### src/rtl/vram_pkg.sv
// Shared definitions for the screen character RAM arbiter.
//   ADDR_W/DATA_W : default RAM geometry (4096 x 8)
//   COLS/ROWS     : visible text area (80 x 25)
//   COL_W/ROW_W   : widths of the col/row fields in {row, col} addresses
//   owner_e       : who a RAM read belongs to
//   clr_state_e   : clear engine FSM states (used with VRAM_ARBITER_CLEAR_EN)
package vram_pkg;

  localparam int ADDR_W = 12;
  localparam int DATA_W = 8;
  localparam int COLS   = 80;
  localparam int ROWS   = 25;
  localparam int COL_W  = 7;
  localparam int ROW_W  = 5;

  typedef enum logic {
    OWN_DISP = 1'b0,
    OWN_HOST = 1'b1
  } owner_e;

  typedef enum logic {
    CLR_IDLE = 1'b0,
    CLR_FILL = 1'b1
  } clr_state_e;

endpackage

### src/rtl/vram_rd_tag_pipe.sv
// Read tag pipeline: an RD_LAT-deep shift register of {valid, owner} that
// tracks each granted read until the RAM returns its data.
// Ports:
//   clk, rst          : clock, asynchronous active-high reset
//   in_valid/in_owner : tag of the read granted this cycle
//   out_valid/out_owner : tag aligned with ram_q_i
module vram_rd_tag_pipe #(
  parameter int RD_LAT = 1
) (
  input  logic clk,
  input  logic rst,
  input  logic in_valid,
  input  logic in_owner,
  output logic out_valid,
  output logic out_owner
);

  logic [RD_LAT:0] valid_chain;
  logic [RD_LAT:0] owner_chain;

  assign valid_chain[0] = in_valid;
  assign owner_chain[0] = in_owner;

  genvar gi;
  generate
    for (gi = 0; gi < RD_LAT; gi++) begin : g_stage
      logic valid_reg;
      logic owner_reg;

      always_ff @(posedge clk or posedge rst) begin
        if (rst) begin
          valid_reg <= 1'b0;
          owner_reg <= 1'b0;
        end else begin
          valid_reg <= valid_chain[gi];
          owner_reg <= owner_chain[gi];
        end
      end

      assign valid_chain[gi+1] = valid_reg;
      assign owner_chain[gi+1] = owner_reg;
    end
  endgenerate

  assign out_valid = valid_chain[RD_LAT];
  assign out_owner = owner_chain[RD_LAT];

endmodule

### src/rtl/vram_arbiter.sv
// Single-port arbiter for the 4096x8 screen character RAM.
// The display fetch has hard priority and is never stalled; the host edit
// port is served (req/ack) in any cycle without a display request.
// Optional clear engine enabled by macro VRAM_ARBITER_CLEAR_EN: fills the
// 80x25 visible area with CLR_CHAR, priority display > clear > host.
// Ports:
//   clk, rst                       : clock, asynchronous active-high reset
//   disp_req_i/disp_addr_i         : display read request and address
//   disp_data_o/disp_valid_o       : display read data and strobe
//   host_req_i/we/addr/wdata       : host request, held until host_ack_o
//   host_ack_o                     : one-cycle grant pulse
//   host_rdata_o/host_rvalid_o     : host read data and strobe
//   ram_addr_o/ram_data_o/ram_wren_o/ram_q_i : RAM interface
//   clear_i/clear_busy_o           : clear start (rising edge) / busy (macro only)
module vram_arbiter #(
  parameter int          ADDR_W   = 12,
  parameter int          DATA_W   = 8,
  parameter int          RD_LAT   = 1,
  parameter logic [7:0]  CLR_CHAR = 8'h20
) (
  input  logic              clk,
  input  logic              rst,
  input  logic              disp_req_i,
  input  logic [ADDR_W-1:0] disp_addr_i,
  output logic [DATA_W-1:0] disp_data_o,
  output logic              disp_valid_o,
  input  logic              host_req_i,
  input  logic              host_we_i,
  input  logic [ADDR_W-1:0] host_addr_i,
  input  logic [DATA_W-1:0] host_wdata_i,
  output logic              host_ack_o,
  output logic [DATA_W-1:0] host_rdata_o,
  output logic              host_rvalid_o,
`ifdef VRAM_ARBITER_CLEAR_EN
  input  logic              clear_i,
  output logic              clear_busy_o,
`endif
  output logic [ADDR_W-1:0] ram_addr_o,
  output logic [DATA_W-1:0] ram_data_o,
  output logic              ram_wren_o,
  input  logic [DATA_W-1:0] ram_q_i
);

  import vram_pkg::*;

  logic              fill_busy;
  logic [ADDR_W-1:0] fill_addr;
  logic [DATA_W-1:0] fill_data;

  assign fill_data = DATA_W'(CLR_CHAR);

`ifdef VRAM_ARBITER_CLEAR_EN
  clr_state_e        state_reg;
  logic [ROW_W-1:0]  row_reg;
  logic [COL_W-1:0]  col_reg;
  logic              clear_d_reg;
  logic              clear_rise;

  assign clear_rise   = clear_i & ~clear_d_reg;
  assign fill_busy    = (state_reg == CLR_FILL);
  assign fill_addr    = ADDR_W'({row_reg, col_reg});
  assign clear_busy_o = fill_busy;

  // Counters only advance on cycles the fill actually owns the RAM.
  always_ff @(posedge clk or posedge rst) begin
    if (rst) begin
      state_reg   <= CLR_IDLE;
      row_reg     <= '0;
      col_reg     <= '0;
      clear_d_reg <= 1'b0;
    end else begin
      clear_d_reg <= clear_i;
      case (state_reg)
        CLR_IDLE: begin
          if (clear_rise) begin
            state_reg <= CLR_FILL;
            row_reg   <= '0;
            col_reg   <= '0;
          end
        end
        CLR_FILL: begin
          if (clear_rise) begin
            row_reg <= '0;
            col_reg <= '0;
          end else if (!disp_req_i) begin
            if (col_reg == COL_W'(COLS - 1)) begin
              col_reg <= '0;
              if (row_reg == ROW_W'(ROWS - 1)) begin
                state_reg <= CLR_IDLE;
              end else begin
                row_reg <= row_reg + 1'b1;
              end
            end else begin
              col_reg <= col_reg + 1'b1;
            end
          end
        end
        default: state_reg <= CLR_IDLE;
      endcase
    end
  end
`else
  assign fill_busy = 1'b0;
  assign fill_addr = '0;
`endif

  logic [ADDR_W-1:0] addr_hold_reg;
  logic [ADDR_W-1:0] addr_next;
  logic [DATA_W-1:0] wdata_next;
  logic              wren_next;
  logic              ack_next;
  logic              rd_load;
  owner_e            rd_owner;

  // Priority mux: display > clear fill > host > idle (address holds).
  always_comb begin
    addr_next  = addr_hold_reg;
    wdata_next = '0;
    wren_next  = 1'b0;
    ack_next   = 1'b0;
    if (disp_req_i) begin
      addr_next = disp_addr_i;
    end else if (fill_busy) begin
      addr_next  = fill_addr;
      wdata_next = fill_data;
      wren_next  = 1'b1;
    end else if (host_req_i) begin
      ack_next  = 1'b1;
      addr_next = host_addr_i;
      if (host_we_i) begin
        wren_next  = 1'b1;
        wdata_next = host_wdata_i;
      end
    end
  end

  // Grant outputs are forced low while reset is held so nothing reaches
  // the RAM or the host during reset.
  assign ram_addr_o = rst ? '0 : addr_next;
  assign ram_data_o = rst ? '0 : wdata_next;
  assign ram_wren_o = rst ? 1'b0 : wren_next;
  assign host_ack_o = rst ? 1'b0 : ack_next;

  assign rd_load  = disp_req_i | (ack_next & ~host_we_i);
  assign rd_owner = disp_req_i ? OWN_DISP : OWN_HOST;

  always_ff @(posedge clk or posedge rst) begin
    if (rst) begin
      addr_hold_reg <= '0;
    end else begin
      addr_hold_reg <= addr_next;
    end
  end

  logic pipe_valid;
  logic pipe_owner;

  vram_rd_tag_pipe #(
    .RD_LAT (RD_LAT)
  ) u_tag_pipe (
    .clk       (clk),
    .rst       (rst),
    .in_valid  (rd_load),
    .in_owner  (rd_owner),
    .out_valid (pipe_valid),
    .out_owner (pipe_owner)
  );

  // Capture RAM data for whichever port issued the read; data holds
  // between strobes.
  always_ff @(posedge clk or posedge rst) begin
    if (rst) begin
      disp_data_o   <= '0;
      disp_valid_o  <= 1'b0;
      host_rdata_o  <= '0;
      host_rvalid_o <= 1'b0;
    end else begin
      disp_valid_o  <= 1'b0;
      host_rvalid_o <= 1'b0;
      if (pipe_valid) begin
        if (pipe_owner == OWN_HOST) begin
          host_rdata_o  <= ram_q_i;
          host_rvalid_o <= 1'b1;
        end else begin
          disp_data_o  <= ram_q_i;
          disp_valid_o <= 1'b1;
        end
      end
    end
  end

endmodule

### config.mk
export PLATFORM = sky130hd
export DESIGN_NAME = vram_arbiter
export DESIGN_NICKNAME = d
export VERILOG_FILES = /design/src/rtl/vram_pkg.sv /design/src/rtl/vram_rd_tag_pipe.sv /design/src/rtl/vram_arbiter.sv
export SDC_FILE = /design/constraint.sdc
export NUM_CORES = 1
export LEC_CHECK = 0
export CORE_MARGIN = 2
export CORE_UTILIZATION = 25
export CTS_CLUSTER_DIAMETER = 120
export DETAILED_ROUTE_END_ITERATION = 10
export REMOVE_ABC_BUFFERS = 1
export SKIP_CTS_REPAIR_TIMING = 1
export SLEW_MARGIN = 20
export SYNTH_ARGS = -nofsm -noshare
export SYNTH_HDL_FRONTEND = slang
export SYNTH_SLANG_ARGS = --single-unit
### constraint.sdc
create_clock -name clk -period 1.55 [get_ports clk]
set_input_delay 0.31 -clock clk [delete_from_list [all_inputs] [get_ports clk]]
set_output_delay 0.31 -clock clk [all_outputs]
set_load 0.005 [all_outputs]
==> impl_metrics.json, run 1 <==
{
  "path_delay_family": "buffers and inverters",
  "drt_iter0_markers": 19,
  "drive_gt1_share_pct": 35.7,
  "setup_ws_ps": 3.28,
  "gp_congestion": 0.756,
  "rsz0062_at_grt": "yes",
  "avgSynthCellArea_um2": 12.2,
  "preCtsSetupSlack_ps": -833,
  "wl_per_cell_um": 13.3,
  "power_uw": 2180,
  "n_antenna_cell": 0,
  "worstPathCellList": "buf_8, nor4bb_4, buf_2, buf_6, and2_4, buf_6",
  "synth.largest_area_cell": "dfrtp_1",
  "clk_pin_slew_ps": 60,
  "largest_register_ffs": 12,
  "finalSetupViolCount": 0,
  "cts_tree": "done",
  "core_area_um2": 5850,
  "drv_cap": 0,
  "crit_top_cell": "buf_6",
  "cp_max_fo": 4,
  "hpwl_mm": 2.91,
  "leakagePower_uw": 0.00128,
  "finalHoldViolCount": 0,
  "gr-total-overflow": 0,
  "combPwrFrac_pct": 25.8,
  "grt_max_degree": 24,
  "cp.required_ps": 1240,
  "yosysWarnings": 0,
  "start_kind": "primary input",
  "ant_nets": 0,
  "worstMarginPinSlew_ps": 444,
  "vias": 1282,
  "area_growth_pct": 75.9,
  "fin_skew_ps": 3.17,
  "worst_path_max_delay_cell": "nor4bb_4",
  "die_h_um": 81.3,
  "layout.cells.most_common": "clkdlybuf4s50_1",
  "antenna_found_initial": 0,
  "clk_path_buf_depth": 2,
  "slew_violations": 0,
  "ys_seq_area_share_pct": 53.6,
  "cts_buffers": 5,
  "die_x_um": 81.3,
  "internal-power_uw": 1660,
  "vias_per_cell": 4.33,
  "nets": 265,
  "std_cell_rows": 28,
  "ir_drop_mv": 0.356,
  "start_util_pct": 25.5,
  "insertion_delay_ps": 280,
  "end_kind": "output port",
  "netlist_top_cells_area": "dfrtp_1 54%, mux2_2 12%, mux2i_1 8.0%",
  "power_density_nw_per_um2": 831,
  "grt_pass1_vias": 1278,
  "cts.htree.levels": 2,
  "status": "finished clean",
  "maxSlewHeadroom_pct": 70.4,
  "io_buffers": 84,
  "final_cell_mix": "50 x clkdlybuf4s50_1, 32 x dfrtp_1, 16 x mux2_2, 13 x dlymetal6s2s_1",
  "routed_wl_mm": 3.95,
  "min_period_ps": 1550,
  "min_path_type": "primary input to flip-flop",
  "path_class": "primary input to output port",
  "io_pins": 85,
  "crit_arrival_ps": 1240,
  "yosys.cell_types.count": 19,
  "mappedNetlistArea_um2": 1490,
  "drc": 0,
  "p_sw_uw": 521,
  "finalCritPeriodShare_pct": 99.8,
  "synth_cells": 122,
  "root_buffer": "clkbuf_8",
  "grt_use_total_pct": 12.0,
  "cts.sink_count": 32,
  "switching_share_pct": 23.9,
  "p_seq_share_pct": 44.6,
  "fmax_mhz": 647,
  "cpPeakStageDelay_ps": 320,
  "ys_ff_latch": 32,
  "first_pass_iters": 4,
  "cp_num_buf_inv": 4,
  "p_clk_share_pct": 29.5,
  "synth_top_area_share_pct": 53.6,
  "dieArea_um2": 6610,
  "grt_pass1_wl_mm": 5.97
}
layout make-up:
class                      instances  area (µm²)
clock buffer                       8        90.1
fill                             562        3220
inverter                           5        21.3
multi-input combinational         77         698
sequential                        32         801
tap                               75        93.8
timing repair buffer              99         923
kinds of logic after synthesis:
group / share of synthesized area, %
compound gates: 11.1
buf+inv: 5.19
flops: 53.6
mux: 20.1
simple gates: 10.0
cells in the mapped netlist:
cell type	count
a211oi_1	10
a211oi_2	2
a21oi_1	12
and2_1	8
buf_12	1
buf_2	4
buf_6	1
clkbuf_1	2
dfrtp_1	32
inv_1	4
inv_2	1
mux2_2	16
mux2i_1	12
nand2_1	1
nand2b_1	1
nor2b_1	12
nor3_1	1
nor4bb_1	1
o21ai_0	1
metal layers:
layer | global-route usage, % | share of wire [%]
met2 | 18.0 | 46
met4 | 4.24 | 1.3
met5 | 0 | 0
met1 | 14.9 | 43
met3 | 6.00 | 9.7
final timing paths:
path	depth (start not counted)	slack (ps)	startpoint	to
setup / recovery	6	3	rst	ram_data_o[6]
hold / removal	2	220	host_we_i	u_tag_pipe.out_valid
setup reg to reg	2	330	u_tag_pipe.out_owner	disp_data_o[6]
hold reg to reg	1	510	host_rdata_o[0]	host_rdata_o[0]
max in group asynchronous	4	1030	rst	disp_valid_o
min in group asynchronous	4	260	rst	addr_hold_reg[3]
through the flow:
stage / setup TNS, ps / util [%] / cell area (µm²) / std cells / hold slack [ps]
after floorplan: 0 / - / 1440 / 114 / 406
after CTS: -16290 / 43.5 / 2540 / 292 / 511
final: 0 / 44.9 / 2630 / 296 / 218
after global placement: -16090 / 41.9 / 2450 / 284 / 490
after global routing: -118 / 44.9 / 2630 / 296 / 215
after detailed placement: -16130 / 41.9 / 2450 / 284 / 497
power by group through the flow:
stage	logic [µW]	registers (µW)	clock network [µW]
6_report	563	975	645
5_1_grt	617	984	726
4_1_cts	559	974	680
3_5_place_dp	557	989	0
3_3_place_gp	552	986	0
2_1_floorplan	177	989	0
Power figures use the tool's default switching activity.
==> run 2: changes to the inputs <==
- CTS_BUF_LIST: default -> sky130_fd_sc_hd__clkbuf_8
==> run 2 against run 1 <==
Final cell count is the same; register-to-register slack about the same; hold slack is essentially flat; die area unchanged; clock skew about the same; wire length hardly changed; largest power group unchanged.
==> impl_metrics.json, run 2 (synthesis results as in run 1) <==
{
  "setup_ws_ps": 3.28,
  "first_pass_iters": 4,
  "finalSetupViolCount": 0,
  "power_density_nw_per_um2": 826,
  "finalHoldViolCount": 0,
  "power_uw": 2170,
  "n_antenna_cell": 0,
  "path_class": "primary input to output port",
  "cts.sink_count": 32,
  "ir_drop_mv": 0.348,
  "min_path_type": "primary input to flip-flop",
  "finalCritPeriodShare_pct": 99.8,
  "slew_violations": 0,
  "min_period_ps": 1550,
  "grt_use_total_pct": 12.0,
  "cp_max_fo": 4,
  "drt_iter0_markers": 21,
  "rsz0062_at_grt": "yes",
  "crit_start": "rst",
  "std_cell_rows": 28,
  "leakagePower_uw": 0.00128,
  "cp.required_ps": 1240,
  "area_growth_pct": 75.9,
  "preCtsSetupSlack_ps": -833,
  "setup_tns_ps": 0,
  "largest_register_ffs": 12,
  "grt_pass1_wl_mm": 5.97,
  "die_x_um": 81.3,
  "vias_per_cell": 4.33,
  "antenna_found_initial": 0,
  "r2r-start": "u_tag_pipe.out_owner",
  "grt_pass1_vias": 1278,
  "cts_tree": "done",
  "drc": 0,
  "wl_per_cell_um": 13.3,
  "io_buffers": 84,
  "grt_max_degree": 24,
  "drv_cap": 0,
  "gp_congestion": 0.756,
  "crit_arrival_ps": 1240,
  "fillCellCount": 562,
  "routed_wl_mm": 3.95,
  "nets": 265,
  "start_util_pct": 25.5,
  "hpwl_mm": 2.91,
  "regArea_um2": 801,
  "core_area_um2": 5850,
  "die_h_um": 81.3,
  "start_kind": "primary input",
  "multi_input_area_um2": 698,
  "ant_nets": 0,
  "clk_pin_slew_ps": 60,
  "reg2reg_setup_slack_ps": 330,
  "fmax_mhz": 647,
  "root_buffer": "clkbuf_8",
  "layout.cells.most_common": "clkdlybuf4s50_1",
  "gr-total-overflow": 0,
  "dieArea_um2": 6610,
  "end_kind": "output port",
  "final_cell_mix": "50 x clkdlybuf4s50_1, 32 x dfrtp_1, 16 x mux2_2, 13 x dlymetal6s2s_1",
  "vias": 1282,
  "cts.htree.levels": 2,
  "fin_skew_ps": 3.63,
  "min_from": "host_we_i",
  "status": "finished clean",
  "clk_path_buf_depth": 2,
  "worstMarginPinSlew_ps": 444,
  "drive_gt1_share_pct": 35.7,
  "insertion_delay_ps": 280,
  "cts_buffers": 5,
  "maxSlewHeadroom_pct": 70.4,
  "io_pins": 85
}
-- run 2: changes by cell type in the layout (fill, tap and decap cells not counted) --
| cell | before | now |
|---|---|---|
| clkbuf_1 | 2 | 0 |
| inv_1 | 4 | 6 |
-- run 2: metal layers --
layer	global-route usage, %	vias to the layer above	wire length [µm]
met1	14.9	593	1710
li1	-	621	-
met3	6.00	6	384
met5	0	-	0
met2	18.0	62	1800
met4	4.24	0	51
-- run 2: final timing paths --
kind	endpoint	cells after the start
setup / recovery	ram_data_o[6]	6
hold / removal	u_tag_pipe.out_valid	2
setup reg to reg	disp_data_o[6]	2
hold reg to reg	host_rdata_o[0]	1
max in group asynchronous	disp_valid_o	4
min in group asynchronous	addr_hold_reg[8]	4
-- run 2: critical path, stage by stage --
cell      delay, ps
buf_8           100
nor4bb_4        320
buf_2           200
buf_6           100
and2_4          120
buf_6            80
-- run 2: where the power goes --
part,switching [µW],total [µW],leakage [µW],internal (µW)
Clock,284,633,0.0000538,348
Sequential,41.6,975,0.000369,933
Combinational,196,563,0.000861,367
Total,522,2170,0.00128,1650
-- run 2: area by class of cell --
type / instances / share of cell area, %
clock buffer: 6 / 3.14
inverter: 5 / 0.810
clock inverter: 2 / 0.286
tap: 75 / 3.57
sequential: 32 / 30.5
multi-input combinational: 77 / 26.6
timing repair buffer: 99 / 35.1
-- run 2: through the flow --
| step | cells | util (%) | cell area [µm²] | hold WS, ps |
|---|---|---|---|---|
| after floorplan | 114 | - | 1440 | 406 |
| after global placement | 284 | 41.9 | 2450 | 490 |
| after detailed placement | 284 | 41.9 | 2450 | 497 |
| after CTS | 292 | 43.5 | 2540 | 511 |
| after global routing | 296 | 44.9 | 2630 | 215 |
| final | 296 | 44.9 | 2630 | 218 |
